File: src/rtl/pwd_entry_ctrl.sv
// Password-entry sequencer between the PS/2 receiver and the lock/alarm outputs.
// Optional macro PWD_BACKSPACE_EN: make code 8'h66 deletes the last buffered code.
module pwd_entry_ctrl #(
  parameter int unsigned          PW_LEN      = 5,
  parameter logic [PW_LEN*8-1:0]  PASSWORD    = 40'h1D262E4D31,
  parameter int unsigned          MAX_FAIL    = 3,
  parameter int unsigned          LOCK_CYCLES = 50_000_000,
  parameter logic [7:0]           ENTER_CODE  = 8'h5A
) (
  input  logic       clk,
  input  logic       rst,
  input  logic       en,
  input  logic       rx_done_tick,
  input  logic [7:0] rx_data,
  output logic       correct,
  output logic [1:0] Alarma_Vent,
  output logic       key_tick,
  output logic [3:0] key_count,
  output logic       locked
);

  localparam int unsigned BW = PW_LEN * 8;
  localparam int unsigned TW = $clog2(LOCK_CYCLES + 1);
  localparam int unsigned FW = $clog2(MAX_FAIL + 1);

  localparam logic [7:0] EXT_CODE  = 8'hE0;
  localparam logic [7:0] BRK_CODE  = 8'hF0;
  localparam logic [7:0] BKSP_CODE = 8'h66;

  typedef enum logic [2:0] {
    S_IDLE, S_COLLECT, S_BREAK, S_CHECK, S_GRANT, S_GRANT_BRK, S_DENY, S_LOCK
  } state_t;

  state_t          state_q, state_d;
  logic [BW-1:0]   buf_q, buf_d;
  logic [3:0]      cnt_q, cnt_d;
  logic            ovf_q, ovf_d;
  logic [FW-1:0]   fail_q, fail_d;
  logic [TW-1:0]   timer_q, timer_d;
  logic            correct_q, correct_d;
  logic [1:0]      alarm_q, alarm_d;
  logic            tick_q, tick_d;

  logic [BW+7:0]   shifted;
  logic [FW-1:0]   fail_inc;
  logic            match;
  logic            abort;

  assign shifted  = {buf_q, rx_data};
  assign fail_inc = (fail_q == FW'(MAX_FAIL)) ? fail_q : fail_q + FW'(1);
  assign match    = (cnt_q == 4'(PW_LEN)) && !ovf_q && (buf_q == PASSWORD);
  assign abort    = !en && (state_q inside {S_COLLECT, S_BREAK, S_GRANT, S_GRANT_BRK});

  always_ff @(posedge clk or negedge rst) begin
    if (!rst) begin
      state_q   <= S_IDLE;
      buf_q     <= '0;
      cnt_q     <= '0;
      ovf_q     <= 1'b0;
      fail_q    <= '0;
      timer_q   <= '0;
      correct_q <= 1'b0;
      alarm_q   <= '0;
      tick_q    <= 1'b0;
    end else begin
      state_q   <= state_d;
      buf_q     <= buf_d;
      cnt_q     <= cnt_d;
      ovf_q     <= ovf_d;
      fail_q    <= fail_d;
      timer_q   <= timer_d;
      correct_q <= correct_d;
      alarm_q   <= alarm_d;
      tick_q    <= tick_d;
    end
  end

  always_comb begin
    state_d   = state_q;
    buf_d     = buf_q;
    cnt_d     = cnt_q;
    ovf_d     = ovf_q;
    fail_d    = fail_q;
    timer_d   = timer_q;
    correct_d = correct_q;
    alarm_d   = alarm_q;
    tick_d    = 1'b0;

    if (abort) begin
      state_d   = S_IDLE;
      buf_d     = '0;
      cnt_d     = '0;
      ovf_d     = 1'b0;
      correct_d = 1'b0;
    end else begin
      case (state_q)
        S_IDLE: if (en) state_d = S_COLLECT;

        S_COLLECT: if (rx_done_tick) begin
          if (rx_data == EXT_CODE) begin
            state_d = S_COLLECT;
          end else if (rx_data == BRK_CODE) begin
            state_d = S_BREAK;
          end else if (rx_data == ENTER_CODE) begin
            state_d = S_CHECK;
`ifdef PWD_BACKSPACE_EN
          end else if (rx_data == BKSP_CODE) begin
            // An overflowed entry only drops the overflow; the kept codes stay.
            if (ovf_q) begin
              ovf_d = 1'b0;
            end else if (cnt_q != '0) begin
              cnt_d = cnt_q - 4'd1;
              buf_d = buf_q >> 8;
            end
`endif
          end else begin
            if (cnt_q < 4'(PW_LEN)) begin
              buf_d = shifted[BW-1:0];
              cnt_d = cnt_q + 4'd1;
            end else begin
              ovf_d = 1'b1;
            end
            tick_d = 1'b1;
          end
        end

        S_BREAK: if (rx_done_tick) state_d = S_COLLECT;

        S_CHECK: begin
          if (match) begin
            state_d   = S_GRANT;
            correct_d = 1'b1;
            fail_d    = '0;
            alarm_d   = 2'b00;
          end else begin
            state_d = S_DENY;
          end
        end

        S_DENY: begin
          fail_d = fail_inc;
          buf_d  = '0;
          cnt_d  = '0;
          ovf_d  = 1'b0;
          if (fail_inc == FW'(MAX_FAIL)) begin
            state_d = S_LOCK;
            timer_d = TW'(LOCK_CYCLES - 1);
            alarm_d = 2'b10;
          end else begin
            state_d = S_COLLECT;
            alarm_d = 2'b01;
          end
        end

        // Break prefix while granted must swallow the released key, not restart.
        S_GRANT: if (rx_done_tick) begin
          if (rx_data == BRK_CODE) begin
            state_d = S_GRANT_BRK;
          end else if (rx_data != EXT_CODE && rx_data != ENTER_CODE) begin
            state_d    = S_COLLECT;
            buf_d      = '0;
            buf_d[7:0] = rx_data;
            cnt_d      = 4'd1;
            ovf_d      = 1'b0;
            correct_d  = 1'b0;
            tick_d     = 1'b1;
          end
        end

        S_GRANT_BRK: if (rx_done_tick) state_d = S_GRANT;

        S_LOCK: begin
          if (timer_q == '0) begin
            state_d = S_IDLE;
            fail_d  = '0;
            alarm_d = 2'b00;
          end else begin
            timer_d = timer_q - TW'(1);
          end
        end

        default: state_d = S_IDLE;
      endcase
    end
  end

  assign correct     = correct_q;
  assign Alarma_Vent = alarm_q;
  assign key_tick    = tick_q;
  assign key_count   = cnt_q;
  assign locked      = (state_q == S_LOCK);

endmodule

File: config.mk
export PLATFORM = sky130hd
export DESIGN_NAME = pwd_entry_ctrl
export DESIGN_NICKNAME = d
export VERILOG_FILES = /design/src/rtl/pwd_entry_ctrl.sv
export SDC_FILE = /design/constraint.sdc
export NUM_CORES = 1
export LEC_CHECK = 0
export CAP_MARGIN = 20
export CORE_AREA = 2 2 95 97
export CTS_CLUSTER_DIAMETER = 50
export CTS_CLUSTER_SIZE = 16
export DETAILED_ROUTE_END_ITERATION = 7
export DIE_AREA = 0 0 97 99
export MAX_ROUTING_LAYER = met4
export PLACE_DENSITY_LB_ADDON = 0.08
export SYNTH_ARGS = -nofsm -noshare
export SYNTH_HDL_FRONTEND = slang
export SYNTH_SLANG_ARGS = --single-unit
File: constraint.sdc
create_clock -name clk -period 5.9 [get_ports clk]
set_clock_uncertainty 0.15 [all_clocks]
set_input_delay 0.59 -clock clk [delete_from_list [all_inputs] [get_ports clk]]
set_output_delay 0.59 -clock clk [all_outputs]
set_load 0.01 [all_outputs]
==> metrics.txt <==
# TYPE chip_impl_metric gauge
chip_impl_metric{name="timing.max_slew.rel_slack",unit="%"} 43.89
chip_impl_metric{name="worst_ep_arrival_time",unit="ns"} 3.38
chip_impl_metric{name="io_buffer_count",unit=""} 20
chip_impl_metric{name="final_util",unit="%"} 55.41
chip_impl_metric{name="detailedPlacementHpwl",unit="microns"} 6447
chip_impl_metric{name="cts_resized",unit=""} 0
chip_impl_metric{name="numCtsBuffers",unit=""} 9
chip_impl_metric{name="final_setup_violation_count",unit=""} 0
chip_impl_metric{name="totalPowerFinal",unit="mW"} 2.510
chip_impl_metric{name="sw_frac_of_total",unit="%"} 43.58
chip_impl_metric{name="initial_core_util",unit="%"} 49.41
chip_impl_metric{name="synth_sequential_area_ratio",unit="%"} 47.38
chip_impl_metric{name="power.net_switching",unit="mW"} 1.094
chip_impl_metric{name="initialDrtViolationCount",unit=""} 238
chip_impl_metric{name="via_count",unit=""} 3581
chip_impl_metric{name="routed_wirelength",unit="microns"} 9931
chip_impl_metric{name="cts_max_path_buffers",unit=""} 2
chip_impl_metric{name="global_route_wire_length_before_repair",unit="microns"} 17020
chip_impl_metric{name="worst_hold_slack",unit="ns"} -0.004868
chip_impl_metric{name="antenna_violations_before_repair",unit=""} 0
chip_impl_metric{name="floorplan.rows",unit=""} 34
chip_impl_metric{name="grt.total_usage",unit="%"} 22.40
chip_impl_metric{name="max_stage_delay",unit="ns"} 0.64
chip_impl_metric{name="grt_start_max_net_pins",unit=""} 81
chip_impl_metric{name="reg2reg_setup_slack",unit="ns"} 2.74
chip_impl_metric{name="cts_htree_levels",unit=""} 3
chip_impl_metric{name="crit_fanout",unit=""} 47
chip_impl_metric{name="synth_edf_count",unit=""} 0
chip_impl_metric{name="final_net_count",unit=""} 488
chip_impl_metric{name="max-vdd-ir-drop",unit="mV"} 0.2355
chip_impl_info{name="cts-root-buf",value="sky130_fd_sc_hd__clkbuf_8"} 1
chip_impl_metric{name="power.clock.fraction",unit="%"} 18.2
chip_impl_metric{name="final_antenna_net_count",unit=""} 0
chip_impl_metric{name="setup_slack",unit="ns"} 2.585
chip_impl_metric{name="internal_power",unit="mW"} 1.416
chip_impl_info{name="timing.setup.critical_path_class",value="in -> reg"} 1
chip_impl_metric{name="syn_area",unit="sq mm"} 0.004225
chip_impl_metric{name="seq_power_share",unit="%"} 39.4
chip_impl_metric{name="post_synth_num_cell_types",unit=""} 57
chip_impl_metric{name="power_frac_comb",unit="%"} 42.4
chip_impl_metric{name="drtPass1Iterations",unit=""} 4
chip_impl_metric{name="fin_crit",unit="ns"} 3.315
chip_impl_metric{name="slew_violations",unit=""} 0
chip_impl_metric{name="reg2reg_depth",unit=""} 5
chip_impl_info{name="setup_repair_after_global_routing_missed_its_margin",value="no"} 1
chip_impl_info{name="critical_path.slowest_cell",value="sky130_fd_sc_hd__or2_2"} 1
chip_impl_metric{name="num_antenna_cells",unit=""} 0
chip_impl_info{name="crit_path_end_kind",value="register"} 1
chip_impl_metric{name="cts_hold_repair.buffers",unit=""} 0
chip_impl_info{name="rr_endpoint",value="timer_q[11]$_DFFE_PN0P_"} 1
chip_impl_metric{name="synth.avg_cell_area",unit="sq um"} 9.087
chip_impl_metric{name="cts_num_sinks",unit=""} 80
chip_impl_metric{name="worst_tran_pin_value",unit="ns"} 0.8307
chip_impl_metric{name="mappedNetlistNets",unit=""} 482
chip_impl_metric{name="die_width",unit="microns"} 97
chip_impl_metric{name="dpl_worst_slack",unit="ns"} 2.245
chip_impl_metric{name="finalWeightedCongestion",unit=""} 0.9251
chip_impl_metric{name="timing.critical_path.buf_inv",unit=""} 2
chip_impl_metric{name="avgRoutedWirePerCell",unit="microns"} 17.01
chip_impl_info{name="timing.hold.worst.class",value="in -> async"} 1
chip_impl_info{name="cp-start-kind",value="input pin"} 1
chip_impl_metric{name="fp.dieArea",unit="sq mm"} 0.009603
chip_impl_metric{name="first_global_vias",unit=""} 3380
chip_impl_metric{name="finalCritPeriodShare",unit="%"} 56.18
chip_impl_metric{name="floorplan.die.height",unit="microns"} 99
chip_impl_metric{name="postSynth.asyncResetShare",unit="%"} 100.0
chip_impl_metric{name="grt_overflow",unit=""} 0
chip_impl_metric{name="yosysWarningCount",unit=""} 0
chip_impl_info{name="crit-reg2reg-launch",value="timer_q[20]$_DFFE_PN0P_"} 1
chip_impl_metric{name="areaGrowthSynthToFinish",unit="%"} 12.14
chip_impl_metric{name="fin_tns_setup",unit="ns"} 0
chip_impl_info{name="cts_tree",value="yes"} 1
chip_impl_metric{name="drc",unit=""} 0
chip_impl_metric{name="crit_required",unit="ns"} 5.96
chip_impl_metric{name="drv_cap",unit=""} 0
chip_impl_info{name="violated_checks",value="negative hold slack"} 1
chip_impl_metric{name="final_hold_viol_count",unit=""} 5
chip_impl_metric{name="pin_count",unit=""} 21
chip_impl_metric{name="max_freq",unit="GHz"} 0.3017
chip_impl_metric{name="postSynthRegisterBits",unit=""} 80
chip_impl_metric{name="total_leakage_power",unit="nW"} 2.027
chip_impl_metric{name="cts.reportedPaths.clkPinSlew",unit="ns"} 0.09
chip_impl_info{name="status",value="finished, violations left"} 1
chip_impl_metric{name="netlist_instances",unit=""} 465
chip_impl_metric{name="layout-drive-gt1-share",unit="%"} 7.773
chip_impl_metric{name="route.detailed.vias_per_inst",unit=""} 6.132
chip_impl_info{name="crit_family",value="simple AND/OR/NAND/NOR gates"} 1
chip_impl_info{name="path_cells",value="clkdlybuf4s50_1 -> nor4bb_1 -> a21oi_1 -> o32ai_4 -> buf_4 -> or2_2 -> o21ai_0"} 1
chip_impl_info{name="synth_flop_cell",value="sky130_fd_sc_hd__dfrtp_1"} 1
chip_impl_metric{name="p_per_area",unit="mW/mm^2"} 529.8
chip_impl_metric{name="floorplan.core_area",unit="sq mm"} 0.008551
chip_impl_metric{name="cts.repair_timing.setup_buffer_count",unit=""} 0
chip_impl_metric{name="worst_skew_pair.late_latency",unit="ns"} 0.36
## power groups by stage
| stage | Sequential (mW) | Combinational, mW | Clock [mW] |
|---|---|---|---|
| after floorplan | 0.914 | 0.832 | 0 |
| after global routing | 1.03 | 1.21 | 0.483 |
| after CTS | 0.986 | 1.07 | 0.463 |
| after global placement | 0.989 | 1.04 | 0 |
| after detailed placement | 0.997 | 1.06 | 0 |
| final | 0.989 | 1.07 | 0.457 |
## synthesized netlist by cell type, types with 2 or more instances
cell type	number	area [sq um]
sky130_fd_sc_hd__a31oi_1	3	18.77
sky130_fd_sc_hd__o41ai_1	3	26.28
sky130_fd_sc_hd__nor2_1	18	67.56
sky130_fd_sc_hd__o2bb2ai_1	3	26.28
sky130_fd_sc_hd__dfrtp_1	80	2002
sky130_fd_sc_hd__o311ai_0	4	35.03
sky130_fd_sc_hd__o31ai_1	12	90.09
sky130_fd_sc_hd__and3_1	2	12.51
sky130_fd_sc_hd__nor3_1	10	50.05
sky130_fd_sc_hd__o21ai_1	3	15.01
sky130_fd_sc_hd__a41oi_1	2	17.52
sky130_fd_sc_hd__nor2b_1	4	25.02
sky130_fd_sc_hd__nand4_1	2	12.51
sky130_fd_sc_hd__or2_2	5	31.28
sky130_fd_sc_hd__nand2b_1	6	37.54
sky130_fd_sc_hd__nor4bb_1	4	40.04
sky130_fd_sc_hd__a21oi_1	11	55.05
sky130_fd_sc_hd__o21ai_0	96	480.5
sky130_fd_sc_hd__nor3b_1	2	15.01
sky130_fd_sc_hd__o21a_1	2	15.01
sky130_fd_sc_hd__or4_1	13	97.59
sky130_fd_sc_hd__ha_1	5	62.56
sky130_fd_sc_hd__or4_4	2	22.52
sky130_fd_sc_hd__xnor2_1	2	17.52
sky130_fd_sc_hd__o32ai_1	2	17.52
sky130_fd_sc_hd__clkbuf_1	26	97.59
sky130_fd_sc_hd__or4b_2	3	30.03
sky130_fd_sc_hd__mux2i_1	4	40.04
sky130_fd_sc_hd__and2_1	3	18.77
sky130_fd_sc_hd__nor4b_1	6	52.55
sky130_fd_sc_hd__nand2_1	54	202.7
sky130_fd_sc_hd__or3b_2	3	26.28
sky130_fd_sc_hd__or3_1	5	31.28
sky130_fd_sc_hd__and4b_1	4	40.04
sky130_fd_sc_hd__nand3_1	16	80.08
sky130_fd_sc_hd__inv_1	11	41.29
sky130_fd_sc_hd__a21o_1	2	15.01
sky130_fd_sc_hd__xor2_1	5	43.79
sky130_fd_sc_hd__o211ai_1	5	37.54
sky130_fd_sc_hd__nor4_1	5	31.28
## stage by stage
step	instance area, sq um	hold WS [ns]	cells
global placement	4491	0.3108	567
floorplan	4225	0.1444	465
global route	4738	0.02088	584
detailed placement	4491	0.3153	567
finish	4738	-0.004868	584
CTS	4711	0.2972	583
## area by class of cell
cell class	count	area (sq um)
fill	778	3812
clock buffer	10	127.6
sequential	80	2002
inverter	11	41.29
tap	108	135.1
timing repair buffer	24	247.7
multi-input combinational	345	2092
clock inverter	6	92.59
## cells in the final DEF, fill, tap and decap left out, drive strengths merged, types with 4 or more instances in the layout
| cell | count |
|---|---|
| inv | 12 |
| nor3 | 10 |
| o21ai | 99 |
| or2 | 6 |
| nor4b | 6 |
| nor4bb | 4 |
| nor2 | 18 |
| o311ai | 4 |
| o31ai | 12 |
| clkbuf | 10 |
| xor2 | 5 |
| and4b | 4 |
| nor4 | 5 |
| a21oi | 11 |
| buf | 5 |
| or3b | 4 |
| or4 | 15 |
| mux2i | 4 |
| nor2b | 4 |
| clkdlybuf4s50 | 19 |
| o211ai | 5 |
| dfrtp | 80 |
| nand2b | 6 |
| nand2 | 54 |
| or3 | 5 |
| ha | 5 |
| nand3 | 16 |
## worst max-delay path by stage
stage	startpoint	endpoint	slack (ns)	cells after the start
6_report	rx_data[3]	key_count[1]$_DFFE_PN0P_	2.59	7
2_1_floorplan	timer_q[11]$_DFFE_PN0P_	timer_q[22]$_DFFE_PN0P_	3.26	6
3_5_place_dp	rx_data[3]	buf_q[1]$_DFFE_PN0P_	2.25	7
5_1_grt	rx_data[3]	buf_q[39]$_DFFE_PN0P_	2.28	7
3_3_place_gp	rx_data[5]	buf_q[36]$_DFFE_PN0P_	2.32	7
4_1_cts	rx_data[3]	buf_q[39]$_DFFE_PN0P_	2.62	7
## metal layers
metal	vias to the layer above	GRT usage (%)	wire (microns)
met5	-	-	0
met3	16	2.766	329
met2	71	32.16	4522
li1	1739	-	-
met1	1755	32.15	4878
met4	0	9.751	200
## registers in the layout, indices dropped and copies added, names as in the netlist
signal       flops
buf_q           40
fail_q           2
state_q          3
timer_q         26
ovf_q            1
correct          1
key_tick         1
key_count        4
Alarma_Vent      2
## cells by family (layout without fill, tap and decap cells)
group / after synthesis / in the layout / synth area share [%]
simple gates: 172 / 172 / 22.89
compound gates: 157 / 157 / 22.09
fa+ha+maj: 5 / 5 / 1.481
mux: 4 / 4 / 0.9476
flops: 80 / 80 / 47.38
xor+xnor: 7 / 7 / 1.451
buf+inv: 40 / 51 / 3.760
## worst register-to-register path, stage by stage, from the launching register on
cell	delay, ns
sky130_fd_sc_hd__dfrtp_1	0.43
sky130_fd_sc_hd__or4_1	0.62
sky130_fd_sc_hd__or4_1	0.70
sky130_fd_sc_hd__o21ai_1	0.71
sky130_fd_sc_hd__or4b_2	0.27
sky130_fd_sc_hd__mux2i_1	0.19
Power figures use the tool's default switching activity.
